`src/rtl/store_narrow_unit.sv`:
```
`timescale 1ns/1ps
// Store-side narrowing unit: byte/half stores via read-modify-write of the
// cache word, word stores written directly, misaligned/illegal sizes rejected.
module store_narrow_unit #(
  parameter int unsigned ADDR_W = 32
) (
  input  logic              clk,
  input  logic              rst,
  input  logic              req_valid,
  output logic              req_ready,
  input  logic [ADDR_W-1:0] req_addr,
  input  logic [31:0]       req_data,
  input  logic [1:0]        req_size,
  output logic              mem_rd,
  output logic              mem_wr,
  output logic [ADDR_W-1:0] mem_addr,
  output logic [31:0]       mem_wdata,
  input  logic [31:0]       mem_rdata,
  input  logic              mem_ready,
  output logic              done,
  output logic              err
);

  typedef enum logic [2:0] {IDLE, READ, WRITE, DONE, ERR} state_e;
  typedef enum logic [1:0] {SZ_BYTE = 2'b00, SZ_HALF = 2'b01, SZ_WORD = 2'b10, SZ_BAD = 2'b11} size_e;

  state_e            state_q, state_d;
  size_e             size_q, size_d;
  logic [1:0]        lane_q, lane_d;
  logic [15:0]       data_q, data_d;
  logic              mem_rd_q, mem_rd_d;
  logic              mem_wr_q, mem_wr_d;
  logic [ADDR_W-1:0] mem_addr_q, mem_addr_d;
  logic [31:0]       mem_wdata_q, mem_wdata_d;
  logic              done_q, done_d;
  logic              err_q, err_d;
  logic              reject;

  // Little-endian lane merge of the captured store data into the cache word.
  function automatic logic [31:0] merge_word(input logic [31:0] old, input logic [15:0] d,
                                             input size_e sz, input logic [1:0] lane);
    logic [31:0] m;
    m = old;
    if (sz == SZ_BYTE) begin
      for (int unsigned k = 0; k < 4; k++) begin
        if (lane == 2'(k)) m[8*k +: 8] = d[7:0];
      end
    end else if (lane[1]) begin
      m[31:16] = d;
    end else begin
      m[15:0] = d;
    end
    return m;
  endfunction

  assign reject = (req_size == SZ_BAD) ||
                  ((req_size == SZ_HALF) && req_addr[0]) ||
                  ((req_size == SZ_WORD) && (req_addr[1:0] != 2'b00));

  assign req_ready = (state_q == IDLE) && !rst;

  always_comb begin
    state_d     = state_q;
    size_d      = size_q;
    lane_d      = lane_q;
    data_d      = data_q;
    mem_addr_d  = mem_addr_q;
    mem_wdata_d = mem_wdata_q;
    mem_rd_d    = 1'b0;
    mem_wr_d    = 1'b0;
    done_d      = 1'b0;
    err_d       = 1'b0;
    unique case (state_q)
      IDLE: begin
        if (req_valid) begin
          size_d     = size_e'(req_size);
          lane_d     = req_addr[1:0];
          data_d     = req_data[15:0];
          mem_addr_d = {req_addr[ADDR_W-1:2], 2'b00};
          if (reject) begin
            state_d = ERR;
            done_d  = 1'b1;
            err_d   = 1'b1;
          end else if (req_size == SZ_WORD) begin
            state_d     = WRITE;
            mem_wr_d    = 1'b1;
            mem_wdata_d = req_data;
          end else begin
            state_d  = READ;
            mem_rd_d = 1'b1;
          end
        end
      end
      READ: begin
        mem_rd_d = 1'b1;
        if (mem_ready) begin
          state_d     = WRITE;
          mem_rd_d    = 1'b0;
          mem_wr_d    = 1'b1;
          mem_wdata_d = merge_word(mem_rdata, data_q, size_q, lane_q);
        end
      end
      WRITE: begin
        mem_wr_d = 1'b1;
        if (mem_ready) begin
          state_d  = DONE;
          mem_wr_d = 1'b0;
          done_d   = 1'b1;
        end
      end
      DONE:    state_d = IDLE;
      ERR:     state_d = IDLE;
      default: state_d = IDLE;
    endcase
  end

  always_ff @(posedge clk) begin
    if (rst) begin
      state_q     <= IDLE;
      size_q      <= SZ_BYTE;
      lane_q      <= '0;
      data_q      <= '0;
      mem_rd_q    <= 1'b0;
      mem_wr_q    <= 1'b0;
      mem_addr_q  <= '0;
      mem_wdata_q <= '0;
      done_q      <= 1'b0;
      err_q       <= 1'b0;
    end else begin
      state_q     <= state_d;
      size_q      <= size_d;
      lane_q      <= lane_d;
      data_q      <= data_d;
      mem_rd_q    <= mem_rd_d;
      mem_wr_q    <= mem_wr_d;
      mem_addr_q  <= mem_addr_d;
      mem_wdata_q <= mem_wdata_d;
      done_q      <= done_d;
      err_q       <= err_d;
    end
  end

  assign mem_rd    = mem_rd_q;
  assign mem_wr    = mem_wr_q;
  assign mem_addr  = mem_addr_q;
  assign mem_wdata = mem_wdata_q;
  assign done      = done_q;
  assign err       = err_q;

endmodule

```
`config.mk`:
```
export PLATFORM = sky130hd
export DESIGN_NAME = store_narrow_unit
export DESIGN_NICKNAME = d
export VERILOG_FILES = /design/src/rtl/store_narrow_unit.sv
export SDC_FILE = /design/constraint.sdc
export NUM_CORES = 1
export LEC_CHECK = 0
export CORE_MARGIN = 2
export CORE_UTILIZATION = 47
export CTS_CLUSTER_DIAMETER = 150
export CTS_CLUSTER_SIZE = 16
export DETAILED_ROUTE_END_ITERATION = 10
export PLACE_DENSITY = 0.88
export SLEW_MARGIN = 40
export SYNTH_ARGS = -nofsm -noshare
export SYNTH_HDL_FRONTEND = slang
export SYNTH_SLANG_ARGS = --single-unit
```
`constraint.sdc`:
```
create_clock -name clk -period 3.9 [get_ports clk]
set_input_delay 0.585 -clock clk [delete_from_list [all_inputs] [get_ports clk]]
set_output_delay 0.585 -clock clk [all_outputs]
set_load 0.05 [all_outputs]
```
**Word level (Yosys, flattened, before mapping)**

Cells that the tools add are included.

- Bits of input ports: 102
- Logic and storage cells: 70
- Bits in registers: 89
- Output and inout port bits: 69

- Bitwise logic cells: 1
- Reductions and logical operators: 15
- Eq/ne operators: 13
- Muxes and demuxes: 31

Operators by type and width:

| cell | number |
|---|---|
| $mux 32 | 5 |
| $pmux 32 s2 | 1 |
| $mux 16 | 2 |
| $mux 8 | 4 |
| $mux 3 | 4 |
| $mux 1 | 10 |
| $pmux 3 s3 | 1 |
| $eq 2x2->1 const B | 4 |
| $ne 2x2->1 const B | 4 |
| $reduce_and 5->1 | 1 |
| $eq 2x1->1 const B | 2 |
| $logic_not 2->1 | 2 |
| $pmux 1 s2 | 2 |
| $reduce_bool 2->1 | 2 |
| $eq 3x1->1 const B | 1 |
| $eq 3x2->1 const B | 1 |
| $logic_and 1x1->1 | 3 |
| $logic_not 3->1 | 1 |
| $pmux 1 s3 | 1 |
| $reduce_and 3->1 | 1 |
| $logic_or 1x1->1 | 2 |
| $mux 2 | 1 |
| $ne 2x1->1 const B | 1 |
| $reduce_and 2->1 | 1 |
| other kinds (3) | 3 |

**Depth between registers and ports, before layout**

Gate-level depths: netlist of the first run.

- Depth in word-level cells: 7
- Depth in mapped cells: 7
- Depth with buffers taken out: 4

**Worst setup path after synthesis of the first run**

OpenSTA, ideal clock, no wires.

- Path type: input port to flip-flop
- Start point: input rst
- End point: register done_q (netlist: done)
- Arrival time: 3.011 ns
- Stages: 5
- Slack: 0.829 ns
- Setup time: 0.060 ns
- Required time: 3.840 ns
- Path buffers: 1
- Cell sequence: clkbuf_1 > nor4_1 > o221ai_1 > a21oi_1 > a41o_1

RTL lines:

| item | RTL line | source |
|---|---|---|
| start, declared | 8 | `input logic rst,` |
| end signal, assigned | 138 | `done_q <= done_d;` |
| end, declared | 35 | `logic done_q, done_d;` |

**Worst setup path after layout of the first run**

- Start point: register state_q[1]
- End point: output req_ready

- Word-level cells in the longest chain between the ends: 2

RTL lines:

| item | RTL line | source |
|---|---|---|
| start, declared | 27 | `state_e state_q, state_d;` |
| start signal, assigned | 130 | `state_q <= state_d;` |
| $logic_not 3->1 | 60 | `assign req_ready = (state_q == IDLE) && !rst;` |
| $logic_and 1x1->1 | 60 |  |
| end, declared | 10 | `output logic req_ready,` |

No other way between the ends.

==> out/metrics.cfg, run 1 <==
[status]
status=complete, no violations

[synth]
netlist_area_um2=4350
syn_avg_cell_area_um2=8.44
synth_edf_count=0
synth_top_area_cell=dfxtp_1
yosysWarnings=0
ys_seq_area_share_pct=41.0
ys_types=38
synthArstFlopShare_pct=0
synth.top_cell.area_share_pct=41.0
synth_area_leaders=dfxtp_1, nand2_1, mux2i_1, a21oi_1, a311oi_2
ys.flop_type=dfxtp_1
synth-seq-cells=89
netlist_instances=515

[flow_run]
maxCapViolations=0

[sta]
slew_viol_final=0
worst_hold_slack_ns=0.461
finalSetupViolations=0
layout_setup_ws_ns=1.11
maxSlewHeadroom_pct=44.5
setup_tns_ns=0
tightest_slew_ns=0.833
clock_skew_ns=0.0145
post-route-period-util_pct=71.4
finalCriticalPeriod_ns=2.79
max_freq_ghz=0.359
rsz0062_at_grt=no
hold_viol=0

[cts]
post_cts_resize_count=0
cts_tree=done
clock_latency_ns=0.35
ctsHoldBuffers=0
root_buffer=clkbuf_8
clk_pin_slew_worst_paths_ns=0.09
postCtsSetupBuffers=0
cts_buffers=9
clk_path_buf_depth=2
h-tree-depth=3
clkSinkCount=89

[die]
die-area_um2=10000
std_cell_rows=35
core-area_um2=9110
die_w_um=100
pin_count=171
initial_core_util_pct=47.7
fp.dieH_um=100

[routing]
routedWlPerCell_um=17.2
dr.pass1.iters=5
remaining_drc_errors=0
viasPerCell=5.69
finalWirelength_um=13200
postRouteAntennaNets=0
via_count=4381
drt_iter0_markers=219

[final_layout]
layout_commonest_cell=clkdlybuf4s50_1
register_area_um2=1780
syn_to_final_growth_pct=42.7
fin_util_pct=68.1
design_area_um2=6200
final_cell_mix=clkdlybuf4s50_1, nand2_1, dfxtp_1
n_antenna_cell=0
final_nets=757
multi_input_area_um2=2330
nFillCells=722
drive_above_1_share_pct=6.83

[pwr]
ir_drop_uv=225
seqPwrFrac_pct=39.6
p_sw_share_pct=36.2
p_int_mw=1.72
combPwrFrac_pct=35.2
clockPowerShare_pct=25.2
powerDensity_nw_per_um2=435
p_leak_nw=2.45
p_sw_mw=0.976

[worst_setup_path]
setup.worst_path.class=reg -> out
cp-end-kind=primary output
cp.arrival_ns=2.20
worstPathMaxFanout=14
crit_path_start_kind=register
cp.required_ns=3.31

[place]
hpwl_um=9460
routabilityCongestion=0.846
pre_cts_slack_ns=0.965
io_buffers=168
place_area_um2=5990

[global_route]
grt_overflow_total=0
grt_pass1_wl_um=20900
grt_pass1_vias=4316
grt_max_degree=71
antenna_found_initial=0
track_usage_pct=25.8

[worst_hold_path]
hp-class=reg -> reg

[power by group through the flow]
stage	clock network (mW)	logic, mW	registers (mW)
2_1_floorplan	0	0.410	1.29
3_3_place_gp	0	0.922	1.08
3_5_place_dp	0	0.941	1.09
4_1_cts	0.692	0.947	1.07
5_1_grt	0.732	1.01	1.08
6_report	0.678	0.950	1.07
[cell families after synthesis]
group | share of synthesized area, %
and+or+nand+nor | 19.3
AOI/OAI and AO/OA | 26.6
DFF | 41.0
buffers and inverters | 5.56
muxes | 7.37
other | 0.0863
[cell type report]
class / instances / share of cell area [%]
Inverter: 2 / 0.121
Tap cell: 111 / 2.24
Sequential cell: 89 / 28.7
Clock inverter: 5 / 1.31
Clock buffer: 10 / 2.06
Multi-Input combinational cell: 377 / 37.5
Timing Repair Buffer: 176 / 28.0
[synthesized netlist by cell type, drive strengths merged, types with 16 or more instances]
cell	instances
nand2	121
dfxtp	89
a21oi	56
nor2	46
mux2i	32
clkbuf	26
buf	22
a211oi	17
a21o	17
a211o	16
a311oi	16
a32o	16
nor2b	16
[per-layer routing]
| metal | track usage [%] | share of wire (%) | vias up |
|---|---|---|---|
| li1 | - | - | 2087 |
| met1 | 31.8 | 41 | 2102 |
| met2 | 44.6 | 51 | 164 |
| met3 | 4.94 | 5.5 | 28 |
| met4 | 9.80 | 2.5 | 0 |
| met5 | 0 | 0 | - |
[flip-flops by register name, summed over array words and instances, names as in the netlist]
register	flops
size_q	2
lane_q	2
state_q	3
mem_addr	30
data_q	16
done	1
mem_rd	1
mem_wdata	32
mem_wr	1
err	1
[through the flow]
stage,cells,power [mW]
4_1_cts,770,2.71
5_1_grt,770,2.82
6_report,770,2.70
3_5_place_dp,755,2.03
3_3_place_gp,755,2.00
2_1_floorplan,516,1.70
[final timing paths]
path                      from             to  slack [ns]  cells past startpoint
setup / recovery    state_q[1]      req_ready        1.11                      2
hold / removal    mem_addr[15]   mem_addr[15]        0.46                      2
setup reg to reg    state_q[0]  mem_wdata[18]        1.47                      4
hold reg to reg   mem_addr[15]   mem_addr[15]        0.46                      2
[critical path, stage by stage (launching register included)]
cell and delay, ns:
dfxtp_1 0.47, nor4_1 0.49, clkdlybuf4s50_1 0.90
No activity file was read; power rests on OpenSTA's default activity.
==> run 2, diff against run 1 <==
--- a/config.mk
+++ b/config.mk
@@ -6,11 +6,11 @@
 export NUM_CORES = 1
 export LEC_CHECK = 0
 export CORE_MARGIN = 2
-export CORE_UTILIZATION = 47
+export CORE_UTILIZATION = 40
 export CTS_CLUSTER_DIAMETER = 150
 export CTS_CLUSTER_SIZE = 16
 export DETAILED_ROUTE_END_ITERATION = 10
-export PLACE_DENSITY = 0.88
+export PLACE_DENSITY = 0.79
 export SLEW_MARGIN = 40
 export SYNTH_ARGS = -nofsm -noshare
 export SYNTH_HDL_FRONTEND = slang
==> constraint.sdc (replaced) <==
create_clock -name clk -period 2.5 [get_ports clk]
set_input_delay 0.375 -clock clk [delete_from_list [all_inputs] [get_ports clk]]
set_output_delay 0.375 -clock clk [all_outputs]
set_load 0.05 [all_outputs]
==> out/metrics.cfg, run 2 (same netlist as run 1, synthesis figures left out) <==
[cts]
post_cts_resize_count=0
root_buffer=clkbuf_8
clk_path_buf_depth=2
cts_buffers=9
postCtsSetupBuffers=0
clk_pin_slew_worst_paths_ns=0.08
clkSinkCount=89
ctsHoldBuffers=0
h-tree-depth=3
cts_tree=done
clock_latency_ns=0.36

[pwr]
ir_drop_uv=342
p_leak_nw=2.50
powerDensity_nw_per_um2=664

[worst_setup_path]
cp-end-kind=register
worstPathMaxFanout=40
slowest_stage=dfxtp_1
critPathMaxStageDelay_ns=0.58
cp.arrival_ns=2.22
crit_path_start_kind=register
cp.required_ns=2.75
setup.worst_path.class=reg -> reg
path_cells=or3b_1, buf_4, nor2_1, mux2i_1, a32o_1

[die]
pin_count=171
die-area_um2=11700
fp.dieH_um=108
die_w_um=108
core-area_um2=10700
std_cell_rows=38
initial_core_util_pct=40.6

[final_layout]
n_antenna_cell=0
layout_commonest_cell=clkdlybuf4s50_1
drive_above_1_share_pct=8.12
instances_no_fill=805
syn_to_final_growth_pct=45.7
fin_util_pct=59.2
largest_reg_flops=32
final_nets=762
final_cell_mix=clkdlybuf4s50_1, nand2_1, dfxtp_1

[routing]
via_count=4256
finalWirelength_um=13000
drt_iter0_markers=208
postRouteAntennaNets=0
dr.pass1.iters=4
remaining_drc_errors=0
routedWlPerCell_um=16.2
viasPerCell=5.29

[place]
io_buffers=168
routabilityCongestion=0.829
placed_cells=789
hpwl_um=9270

[sta]
hold_viol=0
maxSlewHeadroom_pct=56.5
tightest_slew_ns=0.636
slew_viol_final=0
finalSetupViolations=0
setup_tns_ns=0
finalCriticalPeriod_ns=1.96
max_freq_ghz=0.509
post-route-period-util_pct=78.6
clock_skew_ns=0.0110
rsz0062_at_grt=no

[status]
status=complete, no violations

[global_route]
antenna_found_initial=0
grt_pass1_wl_um=20600
grt_max_degree=53
track_usage_pct=22.3
grt_pass1_vias=4282
grt_overflow_total=0

[worst_hold_path]
hp-class=in -> reg

[flow_run]
maxCapViolations=0

run 2: changes by cell type in the layout (fill, tap and decap cells not counted):
cell	previous run	this run
nor4_2	0	1
buf_12	0	4
nand2_1	121	120
nor4_1	1	0
clkbuf_8	9	11
clkdlybuf4s50_1	167	166
buf_4	8	10
nand2_2	0	1
bufinv_16	2	1
run 2: final timing paths:
path / slack, ns / depth (start not counted) / from / endpoint
worst min-delay path: 0.44 / 4 / rst / state_q[0]
worst max-delay path: 0.54 / 5 / state_q[0] / mem_wdata[23]
worst max register to register: 0.54 / 5 / state_q[0] / mem_wdata[23]
worst min register to register: 0.46 / 2 / mem_addr[29] / mem_addr[29]
run 2: critical path: cells and delay by family, from the launching register on:
family	cells	cell delay, ns
AO/OA/AOI/OAI	1	0.27
multiplexers	1	0.10
flip-flops	1	0.58
AND/OR/NAND/NOR	2	0.62
buffers and inverters	1	0.28
run 2: layout make-up:
cell class	count	area, µm²
well taps	140	175
repair buffers	181	1820
multi-input cells	377	2340
clock inverters	4	51.3
flip-flops and latches	89	1780
inverters	2	7.51
fillers	969	4370
clock buffers	12	155
run 2: report_power, final:
group / switching, mW / internal (mW) / leakage (nW)
Combinational: 0.916 / 0.599 / 1.67
Clock: 0.511 / 0.518 / 0.103
Sequential: 0.100 / 1.56 / 0.728
run 2: through the flow:
| step | power (mW) | hold slack [ns] | setup WS (ns) | cell area, µm² |
|---|---|---|---|---|
| after floorplan | 2.66 | 0.436 | 0.283 | 4360 |
| after global placement | 3.17 | 0.442 | 0.417 | 6120 |
| after detailed placement | 3.21 | 0.449 | 0.309 | 6120 |
| after CTS | 4.24 | 0.409 | 0.544 | 6330 |
| after global routing | 4.41 | 0.464 | 0.408 | 6330 |
| final | 4.20 | 0.436 | 0.536 | 6330 |
run 2: layer usage:
metal	track usage (%)	part of all wire (%)	up-vias
li1	-	-	2088
met2	37.4	49	121
met5	0	0	-
met1	27.4	42	2032
met3	4.64	6.2	15
met4	10.2	2.0	0
==> run 3, diff against run 2 <==
==> constraint.sdc (replaced) <==
create_clock -name clk -period 1.79 [get_ports clk]
set_input_delay 0.2685 -clock clk [delete_from_list [all_inputs] [get_ports clk]]
set_output_delay 0.2685 -clock clk [all_outputs]
set_load 0.05 [all_outputs]
==> out/metrics.cfg, run 3 (same netlist as run 1, synthesis figures left out) <==
[pwr]
total_power_mw=6.20
p_int_mw=3.98
p_leak_nw=3.10
powerDensity_nw_per_um2=941
ir_drop_uv=540
combPwrFrac_pct=35.4
clockPowerShare_pct=27.6
p_sw_mw=2.23
seqPwrFrac_pct=37.0
p_sw_share_pct=35.9

[global_route]
gr-usage-met2_pct=41.2
grt_max_degree=42
track_usage_pct=23.4
grt_overflow_total=0
met3_usage_pct=4.10
grt_pass1_vias=4495
grtUsageMet1_pct=28.7
antenna_found_initial=0
busiest_layer=met2
grt_pass1_wl_um=21600

[final_layout]
layout_commonest_cell=nand2_1
final_nets=785
register_area_um2=1780
largest_reg_flops=32
n_antenna_cell=0
nFillCells=942
multi_input_area_um2=2360
syn_to_final_growth_pct=51.6
drive_above_1_share_pct=13.4
final_cell_mix=nand2_1, clkdlybuf4s50_1, dfxtp_1

[sta]
rsz0062_at_grt=no
slew_viol_final=0
post-route-period-util_pct=94.3
tightest_slew_ns=0.520
maxSlewHeadroom_pct=65.3
worst_hold_slack_ns=0.206
max_freq_ghz=0.593
clock_skew_ns=0.00624
finalCriticalPeriod_ns=1.69
hold_viol=0
finalSetupViolations=0
setup_tns_ns=0

[worst_setup_path]
cp.required_ns=1.52
cp.arrival_ns=1.42
cp-end-kind=primary output
worstPathMaxFanout=10
setup.worst_path.class=reg -> out
crit_path_start_kind=register

[cts]
cts_tree=done
postCtsSetupBuffers=0
clk_path_buf_depth=2
clkSinkCount=89
clock_latency_ns=0.35
cts_buffers=9
h-tree-depth=3
clk_pin_slew_worst_paths_ns=0.09
root_buffer=clkbuf_8

[worst_hold_path]
hp-class=in -> reg

[die]
fp.dieH_um=108
initial_core_util_pct=40.6
die-area_um2=11700
pin_count=171
core-area_um2=10700
std_cell_rows=38
die_w_um=108

[routing]
routedWlPerCell_um=16.3
viasPerCell=5.33
postRouteAntennaNets=0
finalWirelength_um=13500
via_count=4417
drt_iter0_markers=263
remaining_drc_errors=0
dr.pass1.iters=5

[place]
hpwl_um=9740
io_buffers=168
routabilityCongestion=0.876

[flow_run]
maxCapViolations=0

[status]
status=complete, no violations

==> run 3: final cells by class <==
class	count	share of cell area (%)
repair buffers	204	30.6
clock inverters	7	1.92
inverters	2	0.114
multi-input cells	377	35.8
well taps	140	2.66
flip-flops and latches	89	27.0
clock buffers	9	1.88
==> run 3: worst paths after layout <==
kind / depth (start not counted) / slack, ns / startpoint / end
min reg2reg: 2 / 0.45 / mem_addr[28] / mem_addr[28]
max reg2reg: 5 / 0.13 / state_q[1] / mem_wdata[4]
min: 2 / 0.21 / rst / mem_rd
max: 3 / 0.10 / state_q[0] / req_ready
==> run 3: per-stage QoR <==
stage	utilization (%)	setup WS, ns	instance area (µm²)	instances
6_report	61.6	0.103	6590	828
5_1_grt	61.6	0.0166	6590	828
4_1_cts	61.2	0.000261	6550	828
3_5_place_dp	59.3	-0.106	6350	812
3_3_place_gp	59.3	-0.0541	6350	812
2_1_floorplan	-	0.0494	4370	516
==> run 3: worst max-delay path: stages (launching register included) <==
cell and delay [ns]:
dfxtp_1 0.32, buf_4 0.17, nor4_4 0.39, buf_12 0.18
==> run 3: power by group through the flow <==
stage | logic, mW | registers (mW) | clock network, mW
2_1_floorplan | 0.904 | 2.82 | 0
3_3_place_gp | 2.20 | 2.34 | 0
3_5_place_dp | 2.25 | 2.34 | 0
4_1_cts | 2.20 | 2.30 | 1.76
5_1_grt | 2.35 | 2.32 | 1.83
6_report | 2.20 | 2.29 | 1.71
==> run 3: layer usage <==
metal,up-vias,part of all wire (%)
li1,2144,-
met1,2088,41
met2,164,51
met3,21,6.4
met4,0,1.6
met5,-,0
==> run 3: what timing repair did <==
item	CTS	global route
hold buffers	0	0
gates resized for setup	40	17
endpoints found under the setup margin	40	25
